--- config.mk ---
export PLATFORM = sky130hd
export DESIGN_NAME = inst_fetch
export DESIGN_NICKNAME = d
export VERILOG_FILES = /design/src/rtl/fetch_pkg.sv /design/src/rtl/fetch_fifo.sv /design/src/rtl/inst_fetch.sv
export SDC_FILE = /design/constraint.sdc
export NUM_CORES = 1
export LEC_CHECK = 0
export CAP_MARGIN = 25
export CORE_MARGIN = 8
export CORE_UTILIZATION = 35
export CTS_CLUSTER_SIZE = 14
export DETAILED_ROUTE_END_ITERATION = 6
export HOLD_SLACK_MARGIN = 0.12
export PLACE_DENSITY_LB_ADDON = 0.08
export SYNTH_ARGS = -nofsm -noshare
export SYNTH_HDL_FRONTEND = slang
export SYNTH_SLANG_ARGS = --single-unit
--- constraint.sdc ---
create_clock -name clock -period 10.7 [get_ports clock]
set_clock_uncertainty 0.2 [all_clocks]
set_input_delay 1.07 -clock clock [delete_from_list [all_inputs] [get_ports clock]]
set_output_delay 1.07 -clock clock [all_outputs]
set_load 0.02 [all_outputs]
--- src/rtl/fetch_pkg.sv ---
// Shared types and constants for the instruction fetch stage.
package fetch_pkg;

    typedef enum logic [1:0] {
        IDLE,
        REQ,
        WAIT,
        DISCARD
    } fetch_state_t;

    localparam logic [31:0] RV_NOP           = 32'h0000_0013;
    localparam logic [31:0] DEFAULT_RESET_PC = 32'h0000_0000;

    typedef struct packed {
        logic [31:0] pc;
        logic [31:0] inst;
    } fetch_entry_t;

    function automatic logic [31:0] word_align(input logic [31:0] addr);
        return {addr[31:2], 2'b00};
    endfunction

endpackage

--- src/rtl/fetch_fifo.sv ---
// Small synchronous FIFO of {pc, inst} entries; flush beats push and pop.
module fetch_fifo
    import fetch_pkg::*;
#(
    parameter int DEPTH = 2,
    localparam int AW = $clog2(DEPTH)
) (
    input  logic         clock,
    input  logic         n_reset,
    input  logic         flush,
    input  logic         push,
    input  fetch_entry_t push_data,
    input  logic         pop,
    output fetch_entry_t head,
    output logic [AW:0]  count,
    output logic         empty,
    output logic         full
);

    fetch_entry_t  mem [DEPTH];
    logic [AW-1:0] wr_ptr;
    logic [AW-1:0] rd_ptr;
    logic          do_push;
    logic          do_pop;

    assign empty   = (count == '0);
    assign full    = (count == (AW+1)'(DEPTH));
    assign do_pop  = pop && !empty;
    // A pop frees the slot the simultaneous push needs when full.
    assign do_push = push && (!full || do_pop);
    assign head    = empty ? '0 : mem[rd_ptr];

    always_ff @(posedge clock) begin
        if (!n_reset || flush) begin
            wr_ptr <= '0;
            rd_ptr <= '0;
            count  <= '0;
        end else begin
            if (do_push) wr_ptr <= wr_ptr + AW'(1);
            if (do_pop)  rd_ptr <= rd_ptr + AW'(1);
            count <= count + (AW+1)'(do_push) - (AW+1)'(do_pop);
        end
    end

    always_ff @(posedge clock) begin
        if (n_reset && !flush && do_push) mem[wr_ptr] <= push_data;
    end

endmodule

--- src/rtl/inst_fetch.sv ---
// Instruction fetch: owns the PC, one outstanding imem request at a time,
// buffers {pc, inst} for the decoder and flushes wrong-path state on redirect.
module inst_fetch
    import fetch_pkg::*;
#(
    parameter logic [31:0] RESET_PC   = DEFAULT_RESET_PC,
    parameter int          FIFO_DEPTH = 2
) (
    input  logic        clock,
    input  logic        n_reset,
    output logic        imem_req,
    output logic [31:0] imem_addr,
    input  logic        imem_gnt,
    input  logic        imem_rvalid,
    input  logic [31:0] imem_rdata,
    input  logic        redirect_valid,
    input  logic [31:0] redirect_pc,
    output logic        inst_valid,
    input  logic        inst_ready,
    output logic [31:0] instruction,
    output logic [31:0] inst_pc
);

    localparam int CW = $clog2(FIFO_DEPTH) + 1;

    fetch_state_t  state;
    fetch_state_t  state_nxt;
    logic [31:0]   pc;
    logic [31:0]   pc_nxt;
    logic [31:0]   req_pc;
    logic          post_reset;
    fetch_entry_t  push_data;
    fetch_entry_t  head;
    logic [CW-1:0] fifo_count;
    logic          fifo_empty;
    logic          fifo_full;
    logic          push;
    logic          pop_fire;
    logic          outstanding;
    logic          space_now;
    logic          space_after_push;

    assign outstanding      = (state == WAIT) || (state == DISCARD);
    assign pop_fire         = inst_valid && inst_ready;
    assign space_now        = (fifo_count + CW'(outstanding)) < CW'(FIFO_DEPTH);
    assign space_after_push = (fifo_count + CW'(1) - CW'(pop_fire)) < CW'(FIFO_DEPTH);
    assign push_data        = '{pc: req_pc, inst: imem_rdata};

    assign imem_addr   = pc;
    assign inst_valid  = !fifo_empty;
    assign instruction = head.inst;
    assign inst_pc     = head.pc;

    always_comb begin
        state_nxt = state;
        pc_nxt    = pc;
        imem_req  = 1'b0;
        push      = 1'b0;
        unique case (state)
            IDLE: begin
                if (!redirect_valid && space_now) state_nxt = REQ;
            end
            REQ: begin
                imem_req = 1'b1;
                if (redirect_valid) begin
                    // A grant in the redirect cycle still owes us a response.
                    state_nxt = imem_gnt ? DISCARD : IDLE;
                end else if (imem_gnt) begin
                    pc_nxt    = pc + 32'd4;
                    state_nxt = WAIT;
                end
            end
            WAIT: begin
                if (imem_rvalid) begin
                    if (redirect_valid) begin
                        state_nxt = IDLE;
                    end else begin
                        push      = 1'b1;
                        state_nxt = space_after_push ? REQ : IDLE;
                    end
                end else if (redirect_valid) begin
                    state_nxt = DISCARD;
                end
            end
            DISCARD: begin
                if (imem_rvalid) state_nxt = IDLE;
            end
            default: state_nxt = IDLE;
        endcase
        if (redirect_valid) pc_nxt = word_align(redirect_pc);
    end

    always_ff @(posedge clock) begin
        if (!n_reset) begin
            state      <= IDLE;
            pc         <= RESET_PC;
            req_pc     <= '0;
            post_reset <= 1'b1;
        end else begin
            state <= state_nxt;
            pc    <= pc_nxt;
            if (state == REQ && imem_gnt) begin
                req_pc     <= pc;
                post_reset <= 1'b0;
            end
        end
    end

    fetch_fifo #(.DEPTH(FIFO_DEPTH)) u_fifo (
        .clock     (clock),
        .n_reset   (n_reset),
        .flush     (redirect_valid),
        .push      (push),
        .push_data (push_data),
        .pop       (pop_fire),
        .head      (head),
        .count     (fifo_count),
        .empty     (fifo_empty),
        .full      (fifo_full)
    );

    // A late response to a request cut off by reset may land before the
    // first new grant; only after that is a stray rvalid a protocol error.
    always_ff @(posedge clock) begin
        if (n_reset) begin
            assert (!(push && fifo_full && !pop_fire));
            assert (post_reset || !(imem_rvalid && (state == IDLE || state == REQ)));
        end
    end

endmodule
## Word-level counts from Yosys, hierarchy flattened

Memory sizes are Yosys's and may differ from the RTL's. A register that Yosys moved wholly into a read port is not among the register bits.
Cells that the tools add are included.

| cells by class | value |
|---|---|
| $add $sub $neg | 8 |
| magnitude comparators | 2 |
| equal/unequal tests | 8 |
| multiplexer cells | 22 |
| bitwise operators | 1 |
| reduce and logical (&&, ||, !) cells | 22 |

Operators by type and width:

| operator | count |
|---|---|
| $mux W32 | 3 |
| $mux W64 | 1 |
| $add A32 B3 Y32 const B | 1 |
| $mux W2 | 7 |
| $mux W1 | 10 |
| $pmux W2 S4 | 1 |
| $logic_and A1 B1 Y1 | 7 |
| $eq A2 B2 Y1 const B | 3 |
| $ne A3 B3 Y1 const B | 2 |
| $add A2 B1 Y2 | 2 |
| $logic_not A1 Y1 | 4 |
| $logic_not A2 Y1 | 2 |
| $lt A2 B2 Y1 const B | 2 |
| $ne A2 B2 Y1 const B | 2 |
| $reduce_and A2 Y1 | 2 |
| $reduce_and A4 Y1 | 1 |
| $reduce_bool A2 Y1 | 2 |
| $sub A2 B1 Y2 | 2 |
| $logic_or A1 B1 Y1 | 3 |
| $add A1 B1 Y1 const B | 2 |
| $add A2 B1 Y2 const B | 1 |
| $eq A2 B1 Y1 const B | 1 |
| $reduce_or A2 Y1 | 1 |
| $not A1 Y1 | 1 |

| storage, ports and cells | value |
|---|---|
| input port bits | 70 |
| bits in writable memories | 128 |
| register bits | 70 |
| memories | 1 |
| logic and storage cells | 71 |

Memory list:

| name | words | bits a word | read ports | clocked after Yosys merged registers in | write ports | line | source |
|---|---|---|---|---|---|---|---|
| u_fifo.mem | 2 | 64 | 1 | 1 | 1 | fetch_fifo.sv:20 | `fetch_entry_t mem [DEPTH];` |

## Depth between registers and ports, before layout

Gate-level depths: netlist (run 1).

| depth | value |
|---|---|
| word-level depth | 9 |
| gate-level depth with buffers | 10 |

## Modules after synthesis

Synthesis (run 1) repeated with hierarchy kept, for this count alone.

| unflattened totals | value |
|---|---|
| cells, all modules | 694 |
| area total of the unflattened synthesis | 8167.8 µm² |

By module, submodules not included:

| module | cells an instance | seq. area each (µm²) | area an instance (µm²) | times used |
|---|---|---|---|---|
| fetch_fifo | 299 | 3943.8 | 5049.8 | 1 |
| inst_fetch | 395 | 1241.2 | 3118.0 | 1 |

## Worst setup path before layout (run 1)

Ideal clock, no wire load.

| timing path | value |
|---|---|
| path kind | input -> register |
| from | input n_reset |
| to | memory u_fifo.mem[0][0] (netlist bit) (enable) |
| library setup time | 0.482 ns |
| arrival | 4.492 ns |
| stages on the path | 5 |
| slack | 5.526 ns |
| buffers on the path | 3 |
| cell sequence | clkbuf_1 -> clkbuf_1 -> clkbuf_1 -> nand2_1 -> nor2_1 |

| on the way | value |
|---|---|
| cells in the longest elaborated chain, start to end | 4 |

Ends and longest elaborated chain:

| what | line | source |
|---|---|---|
| start, declared | inst_fetch.sv:10 | `input logic n_reset,` |
| $logic_and A1 B1 Y1 (2 in series) | fetch_fifo.sv:46 | `if (n_reset && !flush && do_push) mem[wr_ptr] <= push_data;` |
| $mux W1 | fetch_fifo.sv:46 |  |
| $mux W1 (not written as such) | fetch_fifo.sv:46 |  |
| end, declared | fetch_fifo.sv:20 |  |

Every way passes these cells.

## Final worst setup path (run 1)

| timing path | value |
|---|---|
| from | input redirect_valid |
| to | memory u_fifo.mem[0][61] (netlist bit) (enable) |

| on the way | value |
|---|---|
| cells in the longest elaborated chain, start to end | 7 |
| elaborated cells between the ends (all ways) | 9 |
| classes of those cells | 5 x mux; 4 x reduce/logical |

Ends and longest elaborated chain:

| what | line | source |
|---|---|---|
| start, declared | inst_fetch.sv:16 | `input logic redirect_valid,` |
| $mux W1 | inst_fetch.sv:75 | `if (redirect_valid) begin` |
| $mux W1 | inst_fetch.sv:74 | `if (imem_rvalid) begin` |
| $mux W1 | inst_fetch.sv:59 | `unique case (state)` |
| $logic_and A1 B1 Y1 | fetch_fifo.sv:30 | `assign do_push = push && (!full \|\| do_pop);` |
| net u_fifo.do_push | fetch_fifo.sv:23 | `logic do_push;` |
| $logic_and A1 B1 Y1 | fetch_fifo.sv:46 |  |
| $mux W1 | fetch_fifo.sv:46 |  |
| $mux W1 (not written as such) | fetch_fifo.sv:46 |  |

The timed path passes the listed nets, and every way through them passes these cells.

==> flow_summary.ini, run 1 <==
[clocking]
tritoncts = done
clock_path_buffers = 2
cts_inserted_buffers = 17
clkSlewWorstSetupHoldPaths_ps = 70
htree_num_levels = 4
cts_repair_resize_count = 0
postCtsSetupBuffers = 0
holdBufCountCts = 0
cts_sinks = 191
clock_insertion_delay_worst_skew_ps = 430
cts-root-buf = sky130_fd_sc_hd__clkbuf_16

[critical_path]
startpoint_type = input pin
critical_path_peak_fanout = 52
cp.required_ps = 10550
timing_worst_setup_path_type = in -> reg
reg2regPathDepth = 5
rrSetupSlack_ps = 7700
end_kind = flop
worstPathArrival_ps = 4070

[floorplanning]
fp.dieH_um = 166
coreArea_um2 = 22400
die_area_um2 = 27600
initial_core_util_pct = 35.3
die_width_um = 166
num_ports = 168
floorplan.rows = 55

[timing]
slew_headroom_pct = 35.6
rsz0062_at_grt = false
whs_ps = 256
worst_margin_slew_ps = 963
finalSetupTns_ps = 0
hold_viol = 0
final_setup_violation_count = 0
slew_viol_final = 0
share_of_the_cycle_needed_by_the_critical_path_after_routing_pct = 39.4
max_freq_mhz = 237
period_minus_slack_ps = 4220

[synth]
muxShareOfSynthArea_pct = 7.98
share_of_synthesized_registers_carrying_an_async_set_or_reset_pct = 0
dominantRegCellSynth = sky130_fd_sc_hd__edfxtp_1
ys_seq_elements = 191
synth-seq-area-share_pct = 64.1
synth_xor_area_share_pct = 1.66
synth_area_um2 = 7900
synth_top_family_by_area = simple AND/OR/NAND/NOR gates
syn_area_per_cell_um2 = 11.9
synthesis.instances = 661
synth-edff-count = 124
netlist-cell-type-count = 48
yosysWarningCount = 0
synth-compound-area-share_pct = 8.71
adder_cell_share_of_the_synthesized_area_pct = 0.634
synth_simple_gate_area_share_pct = 13.9

[power]
switching_share_pct = 23.5
power.share.clock_pct = 40.3
p_comb_share_pct = 6.9
switching_power_of_the_nets_uw = 362
irDropWorstVdd_mv = 0.110
leakage_component_of_the_power_uw = 0.00337
p_per_area_nw_per_um2 = 149
total_power_uw = 1540
seqPwrFrac_pct = 52.8
internal_power_uw = 1180

[global_route]
grt-busiest-layer = met2
groute.layer.met1.usage_pct = 16.1
met2_usage_pct = 25.3
number_of_global_route_vias_before_repair = 5612
grt_start_max_net_pins = 73
antenna_found_initial = 1
gr-total-overflow = 0
m3_gr_usage_pct = 3.90
gr-usage-all-layers_pct = 14.2
first_pass_grt_wire_length_um = 30800

[place]
dpl_cell_area_um2 = 9790
port-buffer-count = 161
post-place-cells = 1074
dpl.hpwl_um = 13000
place_congestion = 0.779

[finish]
nFillCells = 2057
finish.cell_count_without_fillers = 1106
share_of_cells_above_drive_strength_1_pct = 6.09
num_antenna_cells = 0
post-route-cell-area_um2 = 10400
final_net_count = 882
synthToLayoutAreaGrowth_pct = 31.2

[detailed_routing]
detail_route.first_pass.iterations = 4
initialDrtViolationCount = 221
vias = 5464
totalWireLength_um = 19500
number_of_nets_with_antenna_violations_after_detailed_routing = 0
detail_route.wl_per_cell_um = 17.6
drcViolationCount = 0
dr_vias_cell = 4.94

[run_status]
result_of_the_run = complete, no violations

[run]
timing.max_cap.violations = 0

[hold_path]
hold_depth = 0
class_of_the_tightest_hold_or_removal_check = reg -> reg
-- stage by stage --
stage          utilization (%)  worst slack (ps)
2_1_floorplan                -              5530
3_3_place_gp              43.6              6080
3_5_place_dp              43.8              6000
4_1_cts                   46.3              6470
5_1_grt                   46.3              6170
6_report                  46.3              6480
-- worst paths after layout --
check	from	endpoint
worst max register to register	state[1]	u_fifo.mem[0][61]
worst min-delay path	req_pc[30]	u_fifo.mem[1][62]
worst max-delay path	redirect_valid	u_fifo.mem[0][61]
worst min register to register	req_pc[30]	u_fifo.mem[1][62]
-- flip-flops by register name, indices dropped and copies added, names as in the netlist, named ones only --
name and count:
u_fifo.rd_ptr 1, imem_addr 30, u_fifo.count 2, u_fifo.wr_ptr 1, req_pc 30, state 2
u_fifo.mem 124
-- power groups by stage --
stage / Combinational, µW / Clock [µW] / Sequential (µW)
after detailed placement: 108 / 0 / 830
after global placement: 106 / 0 / 829
after CTS: 109 / 640 / 813
final: 107 / 620 / 813
after global routing: 116 / 670 / 815
after floorplan: 41.5 / 0 / 833
-- layer usage --
layer	vias up	wire (µm)
met4	2	324
met1	2605	8440
met3	25	961
met2	136	9750
met5	-	13
li1	2696	-
-- synth_stat cells, types with 12 or more instances --
cell	instances	area (µm²)
sky130_fd_sc_hd__a21boi_0	32	240
sky130_fd_sc_hd__nand2_1	79	297
sky130_fd_sc_hd__nand3_1	12	60.1
sky130_fd_sc_hd__mux2i_1	63	631
sky130_fd_sc_hd__o21ai_0	26	130
sky130_fd_sc_hd__nor2_1	71	267
sky130_fd_sc_hd__clkbuf_1	37	139
sky130_fd_sc_hd__edfxtp_1	124	3720
sky130_fd_sc_hd__dfxtp_1	67	1340
-- final cells by class --
class	count	area, µm²	area share [%]
clock buffer	18	429	4.14
timing repair buffer	169	1690	16.3
clock inverter	14	148	1.42
sequential	191	5070	48.9
tap	285	357	3.44
inverter	12	45.0	0.435
multi-input combinational	417	2630	25.4
-- logic make-up after synthesis --
family,Yosys count
flops,191
mux,63
other cells,1
xor+xnor,15
compound gates,102
simple gates,229
buf+inv,56
fa+ha+maj,4
-- cells in the final DEF (no fill, tap or decap), types with 4 or more instances in the layout --
| cell | Yosys | layout |
|---|---|---|
| sky130_fd_sc_hd__inv_6 | 0 | 5 |
| sky130_fd_sc_hd__a211oi_1 | 4 | 4 |
| sky130_fd_sc_hd__nand3_1 | 12 | 12 |
| sky130_fd_sc_hd__nor4_1 | 8 | 8 |
| sky130_fd_sc_hd__o31ai_1 | 7 | 7 |
| sky130_fd_sc_hd__o21ai_0 | 26 | 26 |
| sky130_fd_sc_hd__and4_1 | 5 | 5 |
| sky130_fd_sc_hd__dfxtp_1 | 67 | 66 |
| sky130_fd_sc_hd__inv_1 | 11 | 11 |
| sky130_fd_sc_hd__nand4_1 | 8 | 8 |
| sky130_fd_sc_hd__a21boi_0 | 32 | 32 |
| sky130_fd_sc_hd__buf_4 | 4 | 7 |
| sky130_fd_sc_hd__a21oi_1 | 9 | 9 |
| sky130_fd_sc_hd__or3_1 | 4 | 4 |
| sky130_fd_sc_hd__nor3_1 | 7 | 7 |
| sky130_fd_sc_hd__xor2_1 | 4 | 4 |
| sky130_fd_sc_hd__nand2b_1 | 5 | 5 |
| sky130_fd_sc_hd__conb_1 | 1 | 4 |
| sky130_fd_sc_hd__nor2_1 | 71 | 69 |
| sky130_fd_sc_hd__edfxtp_1 | 124 | 124 |
| sky130_fd_sc_hd__clkdlybuf4s50_1 | 0 | 160 |
| sky130_fd_sc_hd__xnor2_1 | 11 | 11 |
| sky130_fd_sc_hd__or4_1 | 11 | 11 |
| sky130_fd_sc_hd__a31oi_1 | 11 | 11 |
| sky130_fd_sc_hd__mux2i_1 | 63 | 63 |
| sky130_fd_sc_hd__o211a_1 | 5 | 5 |
| sky130_fd_sc_hd__ha_1 | 4 | 4 |
| sky130_fd_sc_hd__clkbuf_16 | 0 | 17 |
| sky130_fd_sc_hd__nand2_1 | 79 | 79 |
-- critical path: stages --
cell and delay [ps]:
sky130_fd_sc_hd__clkdlybuf4s50_1 910, sky130_fd_sc_hd__nor4_1 820, sky130_fd_sc_hd__nand2_1 190, sky130_fd_sc_hd__nor2_4 340
sky130_fd_sc_hd__buf_4 670
Power figures use the tool's default switching activity.
==> run 2, diff against run 1 <==
clock period = 4.2 ns   (was 10.7 ns; I/O delays follow)
==> flow_summary.ini, run 2 (synthesized netlist as in run 1, its figures left out) <==
[power]
p_per_area_nw_per_um2 = 378
total_power_uw = 3930
leakage_component_of_the_power_uw = 0.00338
irDropWorstVdd_mv = 0.258

[global_route]
gr-total-overflow = 0
gr-usage-all-layers_pct = 14.2
antenna_found_initial = 0
first_pass_grt_wire_length_um = 31000
number_of_global_route_vias_before_repair = 5637
grt_start_max_net_pins = 63

[floorplanning]
floorplan.rows = 55
num_ports = 168
fp.dieH_um = 166
die_width_um = 166
die_area_um2 = 27600
initial_core_util_pct = 35.3
coreArea_um2 = 22400

[clocking]
tritoncts = done
cts_inserted_buffers = 17
clkSlewWorstSetupHoldPaths_ps = 70
cts_repair_resize_count = 0
cts-root-buf = sky130_fd_sc_hd__clkbuf_16
cts_sinks = 191
clock_insertion_delay_worst_skew_ps = 430
postCtsSetupBuffers = 0
htree_num_levels = 4
clock_path_buffers = 2
holdBufCountCts = 0

[finish]
post-route-cell-area_um2 = 10400
nFillCells = 2023
share_of_cells_above_drive_strength_1_pct = 6.44
post-route-util_pct = 46.5
final_net_count = 884
seq_area_um2 = 5070
layout.cells.most_common_list = sky130_fd_sc_hd__clkdlybuf4s50_1 (160), sky130_fd_sc_hd__edfxtp_1 (124), sky130_fd_sc_hd__nand2_1 (79)
flip_flop_count_of_the_largest_register_after_layout = 124
multiInputGateArea_um2 = 2630
leading_cell_type_in_the_layout_fill_and_taps_excluded = sky130_fd_sc_hd__clkdlybuf4s50_1
num_antenna_cells = 0
registers.top_by_ff_count = u_fifo.mem
synthToLayoutAreaGrowth_pct = 31.8

[detailed_routing]
number_of_nets_with_antenna_violations_after_detailed_routing = 0
totalWireLength_um = 19500
vias = 5473
drcViolationCount = 0
detail_route.wl_per_cell_um = 17.6
detail_route.first_pass.iterations = 4
initialDrtViolationCount = 182
dr_vias_cell = 4.94

[timing]
period_minus_slack_ps = 3110
finalSetupTns_ps = 0
hold_viol = 0
worst_margin_slew_ps = 800
max_freq_mhz = 322
slew_headroom_pct = 46.2
rsz0062_at_grt = false
slew_viol_final = 0
final_setup_violation_count = 0
share_of_the_cycle_needed_by_the_critical_path_after_routing_pct = 74.0
final_critical_path_setup_slack_ps = 1090

[critical_path]
startpoint_type = flop
cp.required_ps = 3580
end_kind = output pin
critical-path-max-stage-delay_ps = 580
critical_path_peak_fanout = 51
critical_path_cell_list = nor2_4 -> buf_4 -> nor2_1 -> clkdlybuf4s50_1
timing_worst_setup_path_type = reg -> out
cp_slowest_cell = sky130_fd_sc_hd__clkdlybuf4s50_1
reg2regPathDepth = 5
worstPathArrival_ps = 2490

[run]
timing.max_cap.violations = 0

[hold_path]
hold_depth = 0
class_of_the_tightest_hold_or_removal_check = reg -> reg

[place]
dpl_cell_area_um2 = 9820
port-buffer-count = 161
dpl.hpwl_um = 13100
place_congestion = 0.770
pre_cts_slack_ps = 1190

[run_status]
result_of_the_run = complete, no violations
-- run 2: changes by cell type in the layout (fill, tap and decap cells not counted), moves of 2 or more --
cell                         change
sky130_fd_sc_hd__buf_12          +3
sky130_fd_sc_hd__inv_6           -5
sky130_fd_sc_hd__clkinvlp_4      +2
sky130_fd_sc_hd__inv_8           +5
-- run 2: worst max-delay path: cells and delay by family (launching register included) --
kind	cells	cell delay, ps
buffers and inverters	2	1120
AND/OR/NAND/NOR	2	490
flip-flops	1	390
-- run 2: layer usage --
layer | up-vias | part of all wire [%] | GRT usage [%]
met5 | - | 0 | 0
met4 | 0 | 1.0 | 4.43
met3 | 12 | 5.2 | 3.66
met2 | 132 | 49 | 24.6
met1 | 2632 | 45 | 17.1
li1 | 2697 | - | -
-- run 2: worst paths after layout --
kind	slack (ps)	end	start
setup reg to reg	1620	imem_addr[30]	imem_addr[2]
setup / recovery	1090	inst_pc[26]	u_fifo.count[1]
hold / removal	250	u_fifo.mem[1][61]	req_pc[29]
hold reg to reg	250	u_fifo.mem[1][61]	req_pc[29]
-- run 2: area by class of cell --
cell class / instances / area share [%]
Sequential cell: 191 / 48.7
Multi-Input combinational cell: 417 / 25.3
Timing Repair Buffer: 171 / 16.5
Clock buffer: 17 / 4.09
Tap cell: 285 / 3.43
Clock inverter: 15 / 1.57
Inverter: 12 / 0.433
-- run 2: through the flow --
step / hold slack (ps) / cells
6_report: 252 / 1108
4_1_cts: 255 / 1108
3_5_place_dp: 239 / 1076
2_1_floorplan: 225 / 664
5_1_grt: 260 / 1108
3_3_place_gp: 233 / 1076
-- run 2: where the power goes --
group | internal, µW | leakage, µW | total (µW) | switching [µW]
clock | 803 | 0.000281 | 1590 | 785
combinational | 138 | 0.00134 | 273 | 135
sequential | 2020 | 0.00176 | 2070 | 48.0
total | 2960 | 0.00338 | 3930 | 968
==> run 3, diff against run 2 <==
clock period = 2.9 ns   (was 4.2 ns; I/O delays follow)
==> flow_summary.ini, run 3 (synthesized netlist as in run 1, its figures left out) <==
[run_status]
result_of_the_run = complete, no violations

[floorplanning]
coreArea_um2 = 22400
fp.dieH_um = 166
floorplan.rows = 55
num_ports = 168
die_area_um2 = 27600
initial_core_util_pct = 35.3
die_width_um = 166

[clocking]
clkSlewWorstSetupHoldPaths_ps = 70
tritoncts = done
cts_repair_resize_count = 0
holdBufCountCts = 1
cts_sinks = 191
htree_num_levels = 4
postCtsSetupBuffers = 0
clock_path_buffers = 2
cts_inserted_buffers = 17
cts-root-buf = sky130_fd_sc_hd__clkbuf_16
clock_insertion_delay_worst_skew_ps = 430

[place]
port-buffer-count = 161
dpl.hpwl_um = 13600
pre_cts_slack_ps = 269
place_congestion = 0.798

[global_route]
gr-total-overflow = 0
grt_start_max_net_pins = 44
number_of_global_route_vias_before_repair = 5636
antenna_found_initial = 0
first_pass_grt_wire_length_um = 31100
gr-usage-all-layers_pct = 14.2

[finish]
layout.cells.most_common_list = sky130_fd_sc_hd__clkdlybuf4s50_1 (160), sky130_fd_sc_hd__edfxtp_1 (124), sky130_fd_sc_hd__nand2_1 (79)
registers.top_by_ff_count = u_fifo.mem
flip_flop_count_of_the_largest_register_after_layout = 124
seq_area_um2 = 5070
leading_cell_type_in_the_layout_fill_and_taps_excluded = sky130_fd_sc_hd__clkdlybuf4s50_1
num_antenna_cells = 0
share_of_cells_above_drive_strength_1_pct = 7.54
nFillCells = 2034
final_net_count = 897
synthToLayoutAreaGrowth_pct = 33.4
multiInputGateArea_um2 = 2630

[critical_path]
worstPathArrival_ps = 2180
critical_path_peak_fanout = 22
timing_worst_setup_path_type = reg -> out
startpoint_type = flop
cp.required_ps = 2410
end_kind = output pin

[power]
leakage_component_of_the_power_uw = 0.00346
irDropWorstVdd_mv = 0.232
p_per_area_nw_per_um2 = 550

[detailed_routing]
detail_route.first_pass.iterations = 4
drcViolationCount = 0
number_of_nets_with_antenna_violations_after_detailed_routing = 0
vias = 5539
detail_route.wl_per_cell_um = 17.4
totalWireLength_um = 19600
initialDrtViolationCount = 257
dr_vias_cell = 4.94

[timing]
worst_margin_slew_ps = 513
period_minus_slack_ps = 2670
slew_viol_final = 0
slew_headroom_pct = 65.7
final_critical_path_setup_slack_ps = 231
hold_viol = 0
final_setup_violation_count = 0
rsz0062_at_grt = false
max_freq_mhz = 375
share_of_the_cycle_needed_by_the_critical_path_after_routing_pct = 92.0
finalSetupTns_ps = 0

[hold_path]
class_of_the_tightest_hold_or_removal_check = in -> reg

[run]
timing.max_cap.violations = 0
==> run 3: cell count changes in the layout (fill, tap and decap cells not counted), moves of 2 or more <==
cell,before,now
sky130_fd_sc_hd__clkinv_1,1,3
sky130_fd_sc_hd__bufinv_16,0,2
sky130_fd_sc_hd__buf_4,7,18
sky130_fd_sc_hd__inv_8,7,3
sky130_fd_sc_hd__clkinvlp_4,3,1
sky130_fd_sc_hd__clkinv_4,1,3
sky130_fd_sc_hd__inv_6,0,3
==> run 3: metrics by stage <==
stage / area, µm² / power [µW] / hold slack [ps] / util (%) / cells
finish: 10500 / 5790 / 243 / 47.1 / 1121
global route: 10500 / 6010 / 224 / 47.1 / 1121
CTS: 10500 / 5860 / 219 / 47.1 / 1121
detailed placement: 9920 / 3470 / 240 / 44.4 / 1088
global placement: 9920 / 3460 / 234 / 44.4 / 1088
floorplan: 7920 / 3230 / 189 / - / 664
==> run 3: final cells by class <==
class                   count  share of cell area (%)
inverters                  12                   0.428
clock inverters            15                    1.69
multi-input cells         417                    25.0
flip-flops and latches    191                    48.1
well taps                 285                    3.38
clock buffers              17                    4.04
repair buffers            184                    17.4
==> run 3: power breakdown <==
part	internal (µW)	leakage (µW)	switching (µW)	total [µW]
combinational	206	0.00141	200	406
sequential	2930	0.00176	67.3	3000
clock	1300	0.000292	1090	2390
total	4440	0.00346	1350	5790
==> run 3: critical path: stages (launching register included) <==
cell and delay, ps:
sky130_fd_sc_hd__dfxtp_4 620, sky130_fd_sc_hd__buf_12 250, sky130_fd_sc_hd__mux2i_1 240, sky130_fd_sc_hd__nor2_1 60
sky130_fd_sc_hd__clkdlybuf4s50_1 550
==> run 3: routing by layer <==
metal	share of wire [%]	global-route usage [%]	vias to the layer above
met5	0	0	-
met4	1.2	4.70	0
met3	5.3	4.18	13
met2	48	23.8	144
met1	45	17.2	2669
li1	-	-	2713
==> run 3: path summary, 6_finish.rpt <==
check	start	to	slack [ps]	cells past startpoint
setup reg to reg	u_fifo.count[1]	u_fifo.count[1]	530	11
setup / recovery	flop	inst_pc[17]	230	4
hold reg to reg	req_pc[17]	u_fifo.mem[1][49]	260	0
hold / removal	imem_rdata[15]	u_fifo.mem[1][15]	240	1
